File: src/rtl/player_pkg.sv
// Types and constants shared by the player cannon and its laser projectile.
package player_pkg;

  localparam int unsigned SCREEN_W = 640;
  localparam int unsigned SCREEN_H = 480;

  typedef enum logic [3:0] {
    LS_IDLE     = 4'b0001,
    LS_FLY      = 4'b0010,
    LS_EXPLODE  = 4'b0100,
    LS_COOLDOWN = 4'b1000
  } laser_state_e;

  typedef struct packed {
    logic [3:0] r;
    logic [3:0] g;
    logic [3:0] b;
  } rgb12_t;

endpackage

File: src/rtl/player_laser_frame_countdown.sv
// Frame-based countdown: load a frame count, then done fires on the tick that
// exhausts it (or immediately when the loaded count is zero).
module frame_countdown (
  input  logic       clk_i,
  input  logic       reset_i,
  input  logic       load_i,
  input  logic [3:0] load_val_i,
  input  logic       frame_tick_i,
  output logic       done_o
);

  logic [3:0] cnt_q, cnt_d;

  always_comb begin
    cnt_d = cnt_q;
    if (load_i) begin
      cnt_d = load_val_i;
    end else if (frame_tick_i && (cnt_q != 4'd0)) begin
      cnt_d = cnt_q - 4'd1;
    end
  end

  always_ff @(posedge clk_i or posedge reset_i) begin
    if (reset_i) begin
      cnt_q <= 4'd0;
    end else begin
      cnt_q <= cnt_d;
    end
  end

  // A zero count is already expired, so a zero-length phase lasts one cycle.
  assign done_o = (cnt_q == 4'd0) || (frame_tick_i && (cnt_q == 4'd1));

endmodule

File: src/rtl/player_laser.sv
// Player laser: launches one projectile from the cannon, moves it up per frame,
// reports hit/miss, and renders the laser or its explosion for the compositor.
module player_laser
  import player_pkg::*;
#(
  parameter logic [9:0]  start_y_p         = 10'd440,
  parameter logic [9:0]  top_y_p           = 10'd16,
  parameter logic [3:0]  speed_p           = 4'd4,
  parameter logic [3:0]  laser_width_p     = 4'd2,
  parameter logic [3:0]  laser_height_p    = 4'd8,
  parameter logic [3:0]  explode_frames_p  = 4'd6,
  parameter logic [3:0]  cooldown_frames_p = 4'd10,
  parameter logic [11:0] color_p           = 12'hFFF,
  parameter logic [11:0] explode_color_p   = 12'hF80
) (
  input  logic       clk_i,
  input  logic       reset_i,
  input  logic       shoot_i,
  input  logic [9:0] gun_pos_i,
  input  logic       frame_tick_i,
  input  logic       hit_enemy_i,
  input  logic [9:0] hcount_i,
  input  logic [9:0] vcount_i,
  output logic       ready_o,
  output logic       active_o,
  output logic [9:0] laser_x_o,
  output logic [9:0] laser_y_o,
  output logic       hit_o,
  output logic       miss_o,
  output logic       laser_pixel_o,
  output logic [3:0] laser_red_o,
  output logic [3:0] laser_green_o,
  output logic [3:0] laser_blue_o,
  output logic [3:0] state_o
);

  localparam logic [9:0]  HalfW     = {6'd0, laser_width_p} >> 1;
  // Below this row another step would carry the laser past the playfield top.
  localparam logic [10:0] MissLimit = {1'b0, top_y_p} + {7'd0, speed_p};

  laser_state_e state_q, state_d;
  logic [9:0]   x_q, x_d, y_q, y_d;
  logic         hit_q, hit_d, miss_q, miss_d;
  logic         cnt_load;
  logic [3:0]   cnt_val;
  logic         cnt_done;
  logic         pix_q, pix_d;
  rgb12_t       rgb_q, rgb_d;
  logic         in_x, in_y;

  function automatic logic [9:0] sat_sub(input logic [9:0] a, input logic [9:0] b);
    return (a > b) ? (a - b) : 10'd0;
  endfunction

  frame_countdown u_countdown (
    .clk_i       (clk_i),
    .reset_i     (reset_i),
    .load_i      (cnt_load),
    .load_val_i  (cnt_val),
    .frame_tick_i(frame_tick_i),
    .done_o      (cnt_done)
  );

  always_ff @(posedge clk_i or posedge reset_i) begin
    if (reset_i) begin
      state_q <= LS_IDLE;
    end else begin
      state_q <= state_d;
    end
  end

  always_comb begin
    state_d  = state_q;
    x_d      = x_q;
    y_d      = y_q;
    hit_d    = 1'b0;
    miss_d   = 1'b0;
    cnt_load = 1'b0;
    cnt_val  = cooldown_frames_p;
    case (state_q)
      LS_IDLE: begin
        if (shoot_i) begin
          x_d     = sat_sub(gun_pos_i, HalfW);
          y_d     = start_y_p;
          state_d = LS_FLY;
        end
      end
      LS_FLY: begin
        // A hit outranks both movement and retirement in the same cycle.
        if (hit_enemy_i) begin
          hit_d    = 1'b1;
          cnt_load = 1'b1;
          cnt_val  = explode_frames_p;
          state_d  = LS_EXPLODE;
        end else if (frame_tick_i) begin
          if ({1'b0, y_q} < MissLimit) begin
            miss_d   = 1'b1;
            cnt_load = 1'b1;
            state_d  = LS_COOLDOWN;
          end else begin
            y_d = y_q - {6'd0, speed_p};
          end
        end
      end
      LS_EXPLODE: begin
        if (cnt_done) begin
          cnt_load = 1'b1;
          state_d  = LS_COOLDOWN;
        end
      end
      LS_COOLDOWN: begin
        if (cnt_done) begin
          state_d = LS_IDLE;
        end
      end
      default: state_d = LS_IDLE;
    endcase
  end

  always_ff @(posedge clk_i or posedge reset_i) begin
    if (reset_i) begin
      x_q    <= 10'd0;
      y_q    <= start_y_p;
      hit_q  <= 1'b0;
      miss_q <= 1'b0;
    end else begin
      x_q    <= x_d;
      y_q    <= y_d;
      hit_q  <= hit_d;
      miss_q <= miss_d;
    end
  end

  // Pixel stage: 11-bit bounds so a laser at the right edge cannot wrap.
  always_comb begin
    in_x  = ({1'b0, hcount_i} >= {1'b0, x_q}) &&
            ({1'b0, hcount_i} <  ({1'b0, x_q} + {7'd0, laser_width_p}));
    in_y  = ({1'b0, vcount_i} >= {1'b0, y_q}) &&
            ({1'b0, vcount_i} <  ({1'b0, y_q} + {7'd0, laser_height_p}));
    pix_d = ((state_q == LS_FLY) || (state_q == LS_EXPLODE)) && in_x && in_y;
    rgb_d = '0;
    if (pix_d) begin
      rgb_d = (state_q == LS_EXPLODE) ? rgb12_t'(explode_color_p) : rgb12_t'(color_p);
    end
  end

  always_ff @(posedge clk_i or posedge reset_i) begin
    if (reset_i) begin
      pix_q <= 1'b0;
      rgb_q <= '0;
    end else begin
      pix_q <= pix_d;
      rgb_q <= rgb_d;
    end
  end

  assign ready_o       = (state_q == LS_IDLE);
  assign active_o      = (state_q == LS_FLY);
  assign state_o       = state_q;
  assign laser_x_o     = x_q;
  assign laser_y_o     = y_q;
  assign hit_o         = hit_q;
  assign miss_o        = miss_q;
  assign laser_pixel_o = pix_q;
  assign laser_red_o   = rgb_q.r;
  assign laser_green_o = rgb_q.g;
  assign laser_blue_o  = rgb_q.b;

endmodule

File: config.mk
export PLATFORM = sky130hd
export DESIGN_NAME = player_laser
export DESIGN_NICKNAME = d
export VERILOG_FILES = /design/src/rtl/player_pkg.sv /design/src/rtl/player_laser_frame_countdown.sv /design/src/rtl/player_laser.sv
export SDC_FILE = /design/constraint.sdc
export NUM_CORES = 1
export LEC_CHECK = 0
export CORE_ASPECT_RATIO = 1.5
export CORE_MARGIN = 10
export CORE_UTILIZATION = 53
export DETAILED_ROUTE_END_ITERATION = 10
export PLACE_DENSITY = 0.91
export SLEW_MARGIN = 20
export SYNTH_ARGS = -nofsm -noshare
export SYNTH_HDL_FRONTEND = slang
export SYNTH_SLANG_ARGS = --single-unit
File: constraint.sdc
create_clock -name clk_i -period 3.86 [get_ports clk_i]
set_input_delay 0.772 -clock clk_i [delete_from_list [all_inputs] [get_ports clk_i]]
set_output_delay 0.772 -clock clk_i [all_outputs]
set_load 0.02 [all_outputs]
-- Yosys cells after proc, flatten, opt, wreduce, memory -nomap -nowiden
Index checks and enable logic that the tools add are counted.
- flip-flop bits (word level): 43
- $add $sub $neg: 5
- reduce and logical (&&, ||, !) cells: 15
- $lt $le $gt $ge: 6
- eq/ne operators: 13
- mux-type cells: 28
- operators by type and width (cell ; count):
    two-way mux 10 bit ; 5
    two-way mux 4 bit ; 10
    less-than comparator 10 x 11 -> 1 bit ; 2
    greater-or-equal comparator 10 bit ; 2
    case mux 10 bit (2 select lines) ; 1
    case mux 4 bit (4 select lines) ; 1
    two-way mux 12 bit ; 1
    inequality test 2 bit, second input constant ; 6
    adder 10 x 2 -> 11 bit, second input constant ; 1
    adder 10 x 4 -> 11 bit, second input constant ; 1
    greater-than comparator 10 x 1 -> 1 bit, second input constant ; 1
    less-than comparator 10 x 5 -> 1 bit, second input constant ; 1
    AND reduction 5 bit ; 2
    subtractor 10 x 1 -> 10 bit, second input constant ; 1
    subtractor 10 x 3 -> 10 bit, second input constant ; 1
    == test 4 x 1 -> 1 bit, second input constant ; 2
    two-way mux 1 bit ; 8
    two-way mux 7 bit ; 1
    logical AND 1 bit ; 6
    == test 4 x 2 -> 1 bit, second input constant ; 1
    == test 4 x 3 -> 1 bit, second input constant ; 1
    == test 4 bit, second input constant ; 1
    logical NOT 4 bit ; 1
    nonzero test 2 bit ; 2
    other kinds (7) ; 8

-- Depth between registers and ports, before layout
Gate-level depths: netlist of the first run.
- depth after elaboration: 6
- gate-level depth with buffers: 11

-- Cells and area by module
Synthesis of the first run repeated with hierarchy kept, for this count alone.
- cells, all modules: 305
- area total of the unflattened synthesis: 2775.2 um2
- modules (own cells, without submodules) (module ; sequential area each (um2) ; cells each ; instances ; area each (um2)):
    player_laser ; 658.1 ; 274 ; 1 ; 2497.4
    frame_countdown ; 100.1 ; 31 ; 1 ; 277.8

-- Worst setup path before layout of the first run
No wires, ideal clock.
- path type: reg-to-reg
- start: register y_q[4], in the netlist laser_y_o[4]
- end: register rgb_q, in the netlist laser_blue_o[2]
- setup time: 0.086 ns
- required time: 3.774 ns
- cell stages (with the launch flop): 10
- path buffers: 0
- clock period less this slack: 2.390 ns
- data arrival time: 2.304 ns
- setup slack: 1.470 ns
- path through: dfstp_2 -> ha_1 -> nand3_1 -> xnor2_1 -> ha_1 -> a2111o_1 -> a31oi_1 -> o21ai_0 -> a32o_1 -> nor3_1
- longest elaborated chain between the ends: 5
- elaborated cells on any way between the ends: 6
- classes of those cells: add/sub (1); order compare (2); mux (1); reduce/logical (2)
- ends and longest elaborated chain (element ; RTL line ; RTL):
    start, declared ; player_laser.sv:42 ; logic [9:0] x_q, x_d, y_q, y_d;
    start signal, assigned ; player_laser.sv:123 ; y_q <= start_y_p;
    start signal, assigned ; player_laser.sv:128 ; y_q <= y_d;
    adder 10 x 4 -> 11 bit ; player_laser.sv:139 ; ({1'b0, vcount_i} < ({1'b0, y_q} + {7'd0, laser_height_p}));
    less-than comparator 10 x 11 -> 1 bit ; player_laser.sv:139 ;
    logical AND 1 bit (*) ; player_laser.sv:138 ; in_y = ({1'b0, vcount_i} >= {1'b0, y_q}) &&
    logical AND 1 bit (*) ; player_laser.sv:140 ; pix_d = ((state_q == LS_FLY) || (state_q == LS_EXPLODE)) && in_x && in_y;
    two-way mux 12 bit (*) ; player_laser.sv:142 ; if (pix_d) begin
    end signal, assigned ; player_laser.sv:153 ; rgb_q <= rgb_d;
    end, declared ; player_laser.sv:48 ; rgb12_t rgb_q, rgb_d;
Every way passes the cells marked *; elsewhere a longest branch is shown, timed or not.
A chain may end at the register's enable or synchronous reset.

-- Worst setup path after layout of the first run
- start: register state_q[0], in the netlist state_o[0]
- end: output port ready_o
- longest elaborated chain between the ends: 1
- ends and longest elaborated chain (element ; RTL line ; RTL):
    start, declared ; player_laser.sv:41 ; laser_state_e state_q, state_d;
    start signal, assigned ; player_laser.sv:68 ; state_q <= state_d;
    == test 4 x 1 -> 1 bit ; player_laser.sv:157 ; assign ready_o = (state_q == LS_IDLE);
    end, declared ; player_laser.sv:24 ; output logic ready_o,
No other way between the ends.

==> run summary, run 1 <==
Timing
- 75.0% — part of the cycle the worst path needs
- 503 ps — Min Hold Slack
- 2890 ps — shortest period the worst path allows
- 0 ps — sum of negative setup slack
- 910 ps — worst slew pin tran
- false — unrepaired setup endpoints after global routing
- 0 — final setup violation count
- 346 MHz — highest achievable clock rate
- 967 ps — setup slack after layout
- 0 — max-slew violation count
- 8.97 ps — final worst clock skew
- 38.5% — Max transition margin
- 0 — count of final hold-check violations

Finish
- 30.1% — P&R area growth vs syn
- 72.1% — fraction of the core area covered by cells at the end of the flow
- 349 — number of filler cells placed in the layout
- 8.13% — ratio of cells with drive above 1 in the final layout
- 446 — count of nets after finishing
- 0 — antenna cells

GRT
- 0 — antenna violations before repair
- 12900 um — global-route wire length before repair
- 0 — global-route congestion overflow total
- 18.7% — global routing usage summed across all routing layers
- 2667 — vias in the first global route
- 28 — largest net degree at the start of global routing

Pwr
- 1.58 nW — Leakage
- 26.1% — sequential share of power
- 18.2% — clock network fraction of design power
- 0.000937 W — Switch Pwr
- 55.7% — combinational fraction of design power
- 0.396 mV — VDD IR-drop max
- 42.2% — Switching Fraction
- 0.00128 W — design internal power
- 625 nW/um2 — Power Dens Cells

Place
- 6080 um — post-detailed-placement half-perimeter wirelength
- 0.887 — gp weighted congestion
- 71 — number of buffers added on ports
- 1050 ps — pre-CTS setup slack

Worst setup path
- flop — Worst setup SP type
- output port — Critical Path End Type
- flop to output port — kind of critical path
- 9 — number of cell instances on the worst register-to-register path
- 7 — critical-path maximum fanout
- 3090 ps — required time at the endpoint of the critical path
- 2120 ps — Critical Path AT
- 1270 ps — worst reg-to-reg setup slack

Route
- 7710 um — drt total wl
- 2511 — total via count after detailed routing
- 0 — DRC violation count after routing
- 124 — drt first-iter violations
- 4 — total iterations of the first detailed-routing run
- 17.7 um — Routed wire per std cell
- 0 — count of antenna-violating nets left after detailed routing
- 5.77 — drt via density

Floorplan
- 76 — ports placed on the boundary
- 8480 um2 — die footprint
- 31 — standard-cell rows
- 4930 um2 — area of the placeable core
- 55.4% — starting utilization of the core area
- 108 um — Die Y-Extent
- 78.6 um — Chip Width

Clock network
- 0 — number of setup buffers added after CTS
- 70 ps — clk slew on worst S/H paths
- sky130_fd_sc_hd__clkbuf_8 — clk root buf
- 290 ps — source-to-sink clock delay at the later pin of the worst-skew pair
- 0 — hold buffers post-CTS
- 2 — buffer levels on the longest clock path
- 30 — Clock Sink Count
- 0 — post-CTS resize count
- 2 — # H-tree levels
- done — clock tree from TritonCTS
- 5 — CTS Buf Count

Yosys
- 8.98 um2 — post-synthesis average cell area
- 100% — proportion of synthesized flip-flops having asynchronous set or reset
- sky130_fd_sc_hd__dfrtp_1 — most used flip-flop cell after synthesis
- 17.9% — Simple-Gate Fraction of Synth Area
- 0 — Ys Warns
- 0% — multiplexer share of the synthesized area
- 304 — cell count after synthesis
- 19.7% — fraction of the mapped netlist area in adder cells
- 27.8% — part of the Yosys area used for sequential elements
- 16.4% — compound-cell area share of the yosys netlist
- 30 — post-synthesis sequential element count
- 2730 um2 — cell area after synthesis
- adder cells — dominant combinational cell family by area after synthesis
- 8.66% — Synth Area in XOR/XNOR
- 0 — number of synthesized flops with an enable pin
- 56 — Synth cell types

Job
- 0 — number of max-cap violations

Hold path
- flop to flop — worst hold path type
- 1 — instance count along the most critical hold path

Outcome
- finished clean — status

## cell type report
| cell class | instances | area (um2) | area share (%) |
|---|---|---|---|
| clock buffers | 6 | 82.6 | 2.32 |
| multi-input cells | 226 | 1720 | 48.4 |
| inverters | 31 | 116 | 3.28 |
| well taps | 66 | 82.6 | 2.32 |
| clock inverters | 2 | 60.1 | 1.69 |
| repair buffers | 74 | 733 | 20.6 |
| flip-flops and latches | 30 | 758 | 21.3 |
## metrics by stage
stage / total power [W] / area (um2) / instances
after CTS: 0.00222 / 3550 / 435
final: 0.00222 / 3550 / 435
after floorplan: 0.00137 / 2730 / 305
after global placement: 0.00173 / 3410 / 427
after detailed placement: 0.00181 / 3410 / 427
after global routing: 0.00238 / 3550 / 435
## flip-flops by register name, summed over array words and instances, names as in the netlist
| signal | cells |
|---|---|
| miss_o | 1 |
| laser_y_o | 8 |
| state_o | 4 |
| u_countdown.cnt_q | 4 |
| laser_blue_o | 1 |
| hit_o | 1 |
| laser_red_o | 1 |
| laser_x_o | 10 |
## cells in the final DEF (no fill, tap or decap), types with 3 or more instances in the layout
cell / count
sky130_fd_sc_hd__nand2_1: 23
sky130_fd_sc_hd__dfrtp_1: 24
sky130_fd_sc_hd__dfstp_2: 6
sky130_fd_sc_hd__o21ai_0: 12
sky130_fd_sc_hd__clkbuf_8: 6
sky130_fd_sc_hd__a21oi_1: 13
sky130_fd_sc_hd__ha_1: 43
sky130_fd_sc_hd__nand2b_1: 3
sky130_fd_sc_hd__buf_4: 3
sky130_fd_sc_hd__xnor2_1: 26
sky130_fd_sc_hd__a21o_1: 5
sky130_fd_sc_hd__o22ai_1: 10
sky130_fd_sc_hd__clkdlybuf4s50_1: 71
sky130_fd_sc_hd__or3_1: 3
sky130_fd_sc_hd__nor3_1: 12
sky130_fd_sc_hd__inv_1: 30
sky130_fd_sc_hd__nand3_1: 12
sky130_fd_sc_hd__nor2_1: 20
## routing by layer
| layer | vias up | part of all wire, % | track usage, % |
|---|---|---|---|
| li1 | 1195 | - | - |
| met1 | 1214 | 37 | 18.8 |
| met2 | 84 | 55 | 35.3 |
| met3 | 18 | 5.5 | 4.68 |
| met4 | 0 | 2.7 | 7.84 |
| met5 | - | 0 | 0 |
## cell families (layout without fill, tap and decap cells)
| family | count (synthesis) | count (layout) |
|---|---|---|
| AND/OR/NAND/NOR | 91 | 91 |
| other | 1 | 2 |
| flip-flops | 30 | 30 |
| XOR/XNOR | 27 | 27 |
| AO/OA/AOI/OAI | 63 | 63 |
| buffers and inverters | 49 | 113 |
| adder cells (fa/ha/maj) | 43 | 43 |
## final timing paths
check                                              endpoint                              from
max reg2reg                       laser_blue_o[2]$_DFF_PP0_          laser_y_o[4]$_DFFE_PP1P_
max                                                 ready_o            state_o[0]$_DFFE_PP1P_
min reg2reg                u_countdown.cnt_q[1]$_DFFE_PP0P_  u_countdown.cnt_q[1]$_DFFE_PP0P_
max in group asynchronous          laser_y_o[7]$_DFFE_PP1P_                           reset_i
min in group asynchronous         laser_blue_o[2]$_DFF_PP0_                           reset_i
min                        u_countdown.cnt_q[1]$_DFFE_PP0P_  u_countdown.cnt_q[1]$_DFFE_PP0P_
## power by group through the flow
stage	clock network (W)	logic, W	registers [W]
after global placement	0	0.00116	0.000570
after CTS	0.000403	0.00124	0.000577
final	0.000404	0.00124	0.000578
after floorplan	0	0.000733	0.000636
after detailed placement	0	0.00122	0.000581
after global routing	0.000414	0.00137	0.000597
## critical path, cell delays in order (launching register included)
cell and delay (ps):
sky130_fd_sc_hd__dfstp_2 620, sky130_fd_sc_hd__nor4b_2 490, sky130_fd_sc_hd__clkdlybuf4s50_1 720
## cell usage after synthesis, drive strengths merged, types with 2 or more instances
library cell / count / area share (%)
o21ai: 13 / 2.4
or3: 3 / 0.69
o32a: 2 / 0.73
nor4: 3 / 1.1
a211o: 2 / 0.64
a21o: 5 / 1.4
o22ai: 10 / 2.3
a22o: 2 / 0.96
nand3: 12 / 2.2
inv: 31 / 4.3
xnor2: 26 / 8.3
and3: 2 / 0.46
o41ai: 2 / 1.2
a21oi: 13 / 2.4
nand2: 23 / 3.2
ha: 43 / 20
or4: 2 / 0.69
dfrtp: 24 / 22
dfstp: 6 / 5.8
nor3: 13 / 2.6
nor4b: 3 / 1.7
buf: 17 / 5.0
nand2b: 3 / 0.69
nor2: 20 / 2.7
nor2b: 2 / 0.46
Note: power is estimated with default switching activity, not from simulation.
==> run 2, diff against run 1 <==
--- a/config.mk
+++ b/config.mk
@@ -7,9 +7,9 @@
 export LEC_CHECK = 0
 export CORE_ASPECT_RATIO = 1.5
 export CORE_MARGIN = 10
-export CORE_UTILIZATION = 53
+export CORE_UTILIZATION = 49
 export DETAILED_ROUTE_END_ITERATION = 10
-export PLACE_DENSITY = 0.91
+export PLACE_DENSITY = 0.85
 export SLEW_MARGIN = 20
 export SYNTH_ARGS = -nofsm -noshare
 export SYNTH_HDL_FRONTEND = slang
==> constraint.sdc (replaced) <==
create_clock -name clk_i -period 2.8 [get_ports clk_i]
set_input_delay 0.56 -clock clk_i [delete_from_list [all_inputs] [get_ports clk_i]]
set_output_delay 0.56 -clock clk_i [all_outputs]
set_load 0.02 [all_outputs]
==> run summary, run 2 (synthesis gave the netlist of run 1 again) <==
Timing
- 91.5% — part of the cycle the worst path needs
- 0 — max-slew violation count, unchanged
- 0 — count of final hold-check violations, unchanged
- 0 ps — sum of negative setup slack, unchanged
- 2560 ps — shortest period the worst path allows
- 0 — final setup violation count, unchanged
- 793 ps — worst slew pin tran, -118 ps
- 6.65 ps — final worst clock skew, -2.32 ps
- 237 ps — setup slack after layout, -730 ps
- 46.4% — Max transition margin, +7.9 points
- 390 MHz — highest achievable clock rate
- false — unrepaired setup endpoints after global routing

Place
- 296 ps — pre-CTS setup slack, -752 ps
- 3430 um2 — placement-stage cell area, +0.59%
- 71 — number of buffers added on ports, unchanged
- 5740 um — post-detailed-placement half-perimeter wirelength, -5.5%
- 433 — placed cell count, +1.4%
- 0.832 — gp weighted congestion, -6.3%

Floorplan
- 50.1% — starting utilization of the core area, -5.3 points
- 33 — standard-cell rows, +6.5%
- 111 um — Die Y-Extent, +3.3%
- 9020 um2 — die footprint, +6.3%
- 76 — ports placed on the boundary, unchanged
- 80.9 um — Chip Width, +3.0%
- 5450 um2 — area of the placeable core, +11%

Finish
- 8.36% — ratio of cells with drive above 1 in the final layout, +0.23 points
- sky130_fd_sc_hd__clkdlybuf4s50_1 (71), sky130_fd_sc_hd__ha_1 (43), sky130_fd_sc_hd__inv_1 (31) — most frequent cells in the layout
- sky130_fd_sc_hd__clkdlybuf4s50_1 — most common cell after layout, fill and taps aside
- 10 — Largest register FFs, unchanged
- 3570 um2 — final standard cell area without fillers, +0.56%
- 448 — count of nets after finishing, +0.45%
- 30.8% — P&R area growth vs syn
- 0 — antenna cells, unchanged
- 441 — fin cells, +1.4%

Route
- 4 — total iterations of the first detailed-routing run, unchanged
- 103 — drt first-iter violations, -17%
- 2389 — total via count after detailed routing, -4.9%
- 6980 um — drt total wl, -9.5%
- 15.8 um — Routed wire per std cell, -11%
- 0 — DRC violation count after routing, unchanged
- 0 — count of antenna-violating nets left after detailed routing, unchanged
- 5.42 — drt via density, -6.2%

Worst setup path
- flop — Worst setup SP type
- sky130_fd_sc_hd__ha_1 — cell repeated most along the worst path
- compound AO/OA/AOI/OAI gates — cell family with most CP delay
- 2770 ps — Critical Path AT, +650 ps
- 590 ps — crit-path max cell delay, -130 ps
- 3010 ps — required time at the endpoint of the critical path, -80 ps
- laser_y_o[4]$_DFFE_PP1P_ — launch point of the worst path
- flop — Critical Path End Type
- ha_1, nand3_1, xnor2_1, ha_1, a2111o_1, a31oi_1, o21ai_0, a32o_1, nor3_1 — cells along the critical path
- 6 — critical-path maximum fanout, -1
- sky130_fd_sc_hd__dfstp_2 — CP max-delay cell
- flop to flop — kind of critical path
- laser_y_o[4]$_DFFE_PP1P_ — Reg-to-Reg Start
- 0 — critical path buffer and inverter count, -1

Hold path
- u_countdown.cnt_q[1]$_DFFE_PP0P_ — launch instance of the worst min-delay path
- flop to flop — worst hold path type

Clock network
- 5 — CTS Buf Count, unchanged
- sky130_fd_sc_hd__clkbuf_8 — clk root buf
- 0 — hold buffers post-CTS, unchanged
- 70 ps — clk slew on worst S/H paths, about the same
- 0 — post-CTS resize count, unchanged
- done — clock tree from TritonCTS
- 2 — buffer levels on the longest clock path, unchanged
- 290 ps — source-to-sink clock delay at the later pin of the worst-skew pair, about the same
- 2 — # H-tree levels, unchanged
- 30 — Clock Sink Count, unchanged
- 0 — number of setup buffers added after CTS, unchanged

GRT
- 0 — antenna violations before repair, unchanged
- 16.2% — global routing usage summed across all routing layers, -2.5 points
- 11900 um — global-route wire length before repair, -7.9%
- 2590 — vias in the first global route, -2.9%
- 0 — global-route congestion overflow total, unchanged
- 31 — largest net degree at the start of global routing, +11%

Outcome
- finished clean — status

Pwr
- 0.00303 W — Final Power, +37%
- 0.425 mV — VDD IR-drop max, +7.3%
- 1.59 nW — Leakage, +0.72%
- 849 nW/um2 — Power Dens Cells, +36%

Job
- 0 — number of max-cap violations, unchanged

-- run 2: where the power goes --
| part | internal [W] | switching, W | total [W] | leakage [nW] |
|---|---|---|---|---|
| registers | 0.000594 | 0.000196 | 0.000789 | 0.371 |
| logic | 0.000808 | 0.000884 | 0.00169 | 1.15 |
| clock network | 0.000380 | 0.000174 | 0.000553 | 0.0714 |
-- run 2: path summary, 6_finish.rpt --
path | end | slack, ps | depth (start not counted)
setup / recovery | laser_blue_o[2]$_DFF_PP0_ | 240 | 9
hold / removal | u_countdown.cnt_q[1]$_DFFE_PP0P_ | 490 | 1
setup reg to reg | laser_blue_o[2]$_DFF_PP0_ | 240 | 9
hold reg to reg | u_countdown.cnt_q[1]$_DFFE_PP0P_ | 490 | 1
max in group asynchronous | laser_y_o[4]$_DFFE_PP1P_ | 1820 | 3
min in group asynchronous | state_o[1]$_DFFE_PP0P_ | 650 | 3
-- run 2: routing by layer --
metal | vias up | GRT usage [%] | share of wire, %
li1 | 1199 | - | -
met5 | - | 0 | 0
met1 | 1136 | 16.5 | 38
met4 | 0 | 5.56 | 1.7
met3 | 9 | 4.51 | 5.3
met2 | 45 | 29.9 | 55
-- run 2: cell type report --
| cell class | count | area [um2] |
|---|---|---|
| Timing Repair Buffer | 76 | 748 |
| Clock buffer | 6 | 82.6 |
| Fill cell | 463 | 1880 |
| Inverter | 31 | 116 |
| Tap cell | 70 | 87.6 |
| Clock inverter | 2 | 60.1 |
| Multi-Input combinational cell | 226 | 1720 |
| Sequential cell | 30 | 758 |
-- run 2: through the flow --
step	util [%]	hold WS, ps
after CTS	65.5	500
after global routing	65.5	535
after floorplan	-	459
after global placement	62.9	469
final	65.5	495
after detailed placement	62.9	484
==> run 3, diff against run 2 <==
--- a/config.mk
+++ b/config.mk
@@ -5,11 +5,13 @@
 export SDC_FILE = /design/constraint.sdc
 export NUM_CORES = 1
 export LEC_CHECK = 0
+export ABC_AREA = 1
+export ABC_CLOCK_PERIOD_IN_PS = 2450
 export CORE_ASPECT_RATIO = 1.5
 export CORE_MARGIN = 10
-export CORE_UTILIZATION = 49
+export CORE_UTILIZATION = 50
 export DETAILED_ROUTE_END_ITERATION = 10
-export PLACE_DENSITY = 0.85
+export PLACE_DENSITY = 0.86
 export SLEW_MARGIN = 20
 export SYNTH_ARGS = -nofsm -noshare
 export SYNTH_HDL_FRONTEND = slang
==> constraint.sdc (replaced) <==
create_clock -name clk_i -period 2.45 [get_ports clk_i]
set_input_delay 0.49 -clock clk_i [delete_from_list [all_inputs] [get_ports clk_i]]
set_output_delay 0.49 -clock clk_i [all_outputs]
set_load 0.02 [all_outputs]
==> run summary, run 3 <==
Worst setup path
- 1960 ps — required time at the endpoint of the critical path, -1050 ps
- laser_y_o[3]$_DFFE_PP1P_ — Reg-to-Reg Start
- output port — Critical Path End Type
- flop to output port — kind of critical path
- 1900 ps — Critical Path AT, -870 ps
- flop — Worst setup SP type
- state_o[0]$_DFFE_PP1P_ — launch point of the worst path
- 4 — critical-path maximum fanout, -2

Yosys
- 26.4% — part of the Yosys area used for sequential elements, -1.4 points
- 7.30 um2 — post-synthesis average cell area, -19%
- 2870 um2 — cell area after synthesis, +5.1%
- 34 — Synth cell types, -39%
- 0 — number of synthesized flops with an enable pin, unchanged
- sky130_fd_sc_hd__dfrtp_1 — most used flip-flop cell after synthesis
- sky130_fd_sc_hd__nand2_1 (86), sky130_fd_sc_hd__inv_1 (54), sky130_fd_sc_hd__ha_1 (43), sky130_fd_sc_hd__nor2_1 (41), sky130_fd_sc_hd__dfrtp_1 (24) — Commonest cells post-synth
- sky130_fd_sc_hd__dfrtp_1 — Synth area leader
- 30 — post-synthesis sequential element count, unchanged
- 0 — Ys Warns, unchanged
- sky130_fd_sc_hd__dfrtp_1 (21%), sky130_fd_sc_hd__ha_1 (19%), sky130_fd_sc_hd__nand2_1 (11%) — most area-consuming cells after synthesis
- 20.9% — portion of synthesized cell area occupied by the leading cell type, -1.1 points
- sky130_fd_sc_hd__nand2_1 — most frequent cell after synthesis
- 100% — proportion of synthesized flip-flops having asynchronous set or reset, unchanged
- 393 — cell count after synthesis, +29%

Pwr
- 0.715 mV — VDD IR-drop max, +68%
- 0.00180 W — Switch Pwr, +44%
- 48.0% — Switching Fraction, +6.7 points
- 63.6% — combinational fraction of design power, +7.8 points
- 0.00195 W — design internal power, +9.7%
- 25.0% — sequential share of power, -1.0 points
- 11.5% — clock network fraction of design power, -6.7 points
- 1.79 nW — Leakage, +12%
- 1020 nW/um2 — Power Dens Cells, +21%

GRT
- 15.7% — global routing usage summed across all routing layers, -0.42 points
- 12000 um — global-route wire length before repair, +0.58%
- 0 — global-route congestion overflow total, unchanged
- 0 — antenna violations before repair, unchanged
- 31 — largest net degree at the start of global routing, unchanged
- 2766 — vias in the first global route, +6.8%

Route
- 5.19 — drt via density, -4.1%
- 13.5 um — Routed wire per std cell, -15%
- 2753 — total via count after detailed routing, +15%
- 0 — DRC violation count after routing, unchanged
- 80 — drt first-iter violations, -22%
- 5 — total iterations of the first detailed-routing run, +1
- 0 — count of antenna-violating nets left after detailed routing, unchanged
- 7130 um — drt total wl, +2.1%

Timing
- 60.4 ps — setup slack after layout, -177 ps
- false — unrepaired setup endpoints after global routing
- 9.40 ps — final worst clock skew, +2.75 ps
- 2390 ps — shortest period the worst path allows
- 418 MHz — highest achievable clock rate
- 0 ps — sum of negative setup slack, unchanged
- 0 — count of final hold-check violations, unchanged
- 97.5% — part of the cycle the worst path needs
- 0 — final setup violation count, unchanged
- 0 — max-slew violation count, unchanged

Finish
- 537 — count of nets after finishing, +20%
- 7.39% — ratio of cells with drive above 1 in the final layout, -0.96 points
- 530 — fin cells, +20%
- 759 um2 — storage element area, +0.16%
- 3660 um2 — final standard cell area without fillers, +2.6%
- 10 — Largest register FFs, unchanged
- 0 — antenna cells, unchanged
- sky130_fd_sc_hd__nand2_1 — most common cell after layout, fill and taps aside
- 27.6% — P&R area growth vs syn
- 1770 um2 — total area of multi-input combinational cells, +3.2%
- sky130_fd_sc_hd__nand2_1 (86), sky130_fd_sc_hd__clkdlybuf4s50_1 (71), sky130_fd_sc_hd__inv_1 (54) — most frequent cells in the layout
- 484 — number of filler cells placed in the layout, +4.5%

Clock network
- sky130_fd_sc_hd__clkbuf_8 — clk root buf
- 5 — CTS Buf Count, unchanged
- 2 — buffer levels on the longest clock path, unchanged
- 70 ps — clk slew on worst S/H paths, about the same
- 300 ps — source-to-sink clock delay at the later pin of the worst-skew pair, about the same
- 2 — # H-tree levels, unchanged
- done — clock tree from TritonCTS
- 0 — hold buffers post-CTS, unchanged
- 0 — post-CTS resize count, unchanged
- 0 — number of setup buffers added after CTS, unchanged
- 30 — Clock Sink Count, unchanged

Floorplan
- 5530 um2 — area of the placeable core, +1.5%
- 76 — ports placed on the boundary, unchanged
- 81.9 um — Chip Width, +1.1%
- 51.9% — starting utilization of the core area, +1.8 points
- 9230 um2 — die footprint, +2.4%
- 113 um — Die Y-Extent, +1.2%
- 33 — standard-cell rows, unchanged

Outcome
- finished clean — status

Place
- 71 — number of buffers added on ports, unchanged
- 522 — placed cell count, +21%
- 3570 um2 — placement-stage cell area, +4.0%
- 241 ps — pre-CTS setup slack, -54.3 ps
- 5920 um — post-detailed-placement half-perimeter wirelength, +3.1%
- 0.890 — gp weighted congestion, +7.0%

Hold path
- flop to flop — worst hold path type
- u_countdown.cnt_q[1]$_DFFE_PP0P_ — launch instance of the worst min-delay path

Job
- 0 — number of max-cap violations, unchanged

## run 3: cell count changes in the layout (fill, tap and decap cells not counted), moves of 4 or more
cell / previous run / this run
sky130_fd_sc_hd__xor2_1: 1 / 11
sky130_fd_sc_hd__xnor2_1: 26 / 7
sky130_fd_sc_hd__o21ai_0: 12 / 19
sky130_fd_sc_hd__inv_2: 0 / 4
sky130_fd_sc_hd__nor2_1: 20 / 41
sky130_fd_sc_hd__nand3_1: 12 / 23
sky130_fd_sc_hd__inv_1: 31 / 54
sky130_fd_sc_hd__nand2_1: 23 / 86
sky130_fd_sc_hd__nor3_1: 12 / 8
## run 3: routing by layer
| layer | vias up | share of wire (%) | wire (um) | global-route usage (%) |
|---|---|---|---|---|
| met5 | - | 0 | 0 | 0 |
| met4 | 0 | 2.4 | 174 | 7.74 |
| met3 | 15 | 8.8 | 626 | 3.49 |
| met2 | 90 | 52 | 3690 | 28.7 |
| met1 | 1256 | 37 | 2640 | 16.0 |
| li1 | 1392 | - | - | - |
## run 3: power groups by stage
stage	Sequential [W]	Combinational [W]	Clock, W
6_report	0.000938	0.00239	0.000430
5_1_grt	0.000966	0.00271	0.000454
4_1_cts	0.000932	0.00241	0.000434
3_5_place_dp	0.000940	0.00239	0
3_3_place_gp	0.000933	0.00230	0
2_1_floorplan	0.00109	0.00145	0
## run 3: cell families (layout without fill, tap and decap cells)
| group | after synthesis | in the layout | synth area share, % |
|---|---|---|---|
| simple gates | 178 | 178 | 27.6 |
| fa+ha+maj | 43 | 43 | 18.7 |
| xor+xnor | 18 | 18 | 5.49 |
| compound gates | 49 | 49 | 9.76 |
| buf+inv | 74 | 140 | 11.9 |
| flops | 30 | 30 | 26.4 |
| other cells | 1 | 2 | 0.131 |
## run 3: final cells by class
class | instances | share of cell area [%]
multi-input cells | 290 | 48.4
inverters | 59 | 6.05
clock inverters | 2 | 0.342
repair buffers | 73 | 19.8
flip-flops and latches | 30 | 20.7
well taps | 70 | 2.39
clock buffers | 6 | 2.25
## run 3: final timing paths
path | depth (start not counted) | endpoint | slack, ps
worst max register to register | 11 | laser_blue_o[2]$_DFF_PP0_ | 250
worst min register to register | 2 | u_countdown.cnt_q[1]$_DFFE_PP0P_ | 520
worst min-delay path | 2 | u_countdown.cnt_q[1]$_DFFE_PP0P_ | 520
worst max-delay path | 3 | ready_o | 60
min in group asynchronous | 3 | laser_x_o[0]$_DFFE_PP0P_ | 570
max in group asynchronous | 3 | laser_y_o[5]$_DFFE_PP1P_ | 1550
## run 3: through the flow
step                      hold slack (ps)  utilization [%]  total power [W]
final                                 522             66.2          0.00375
after global routing                  564             66.2          0.00413
after floorplan                       478                -          0.00254
after detailed placement              505             64.5          0.00333
after CTS                             521             66.2          0.00377
after global placement                497             64.5          0.00323
## run 3: worst max-delay path, stage by stage, from the launching register on
cell and delay [ps]:
sky130_fd_sc_hd__dfstp_2 550, sky130_fd_sc_hd__inv_1 80, sky130_fd_sc_hd__nor3_4 300, sky130_fd_sc_hd__clkdlybuf4s50_1 680
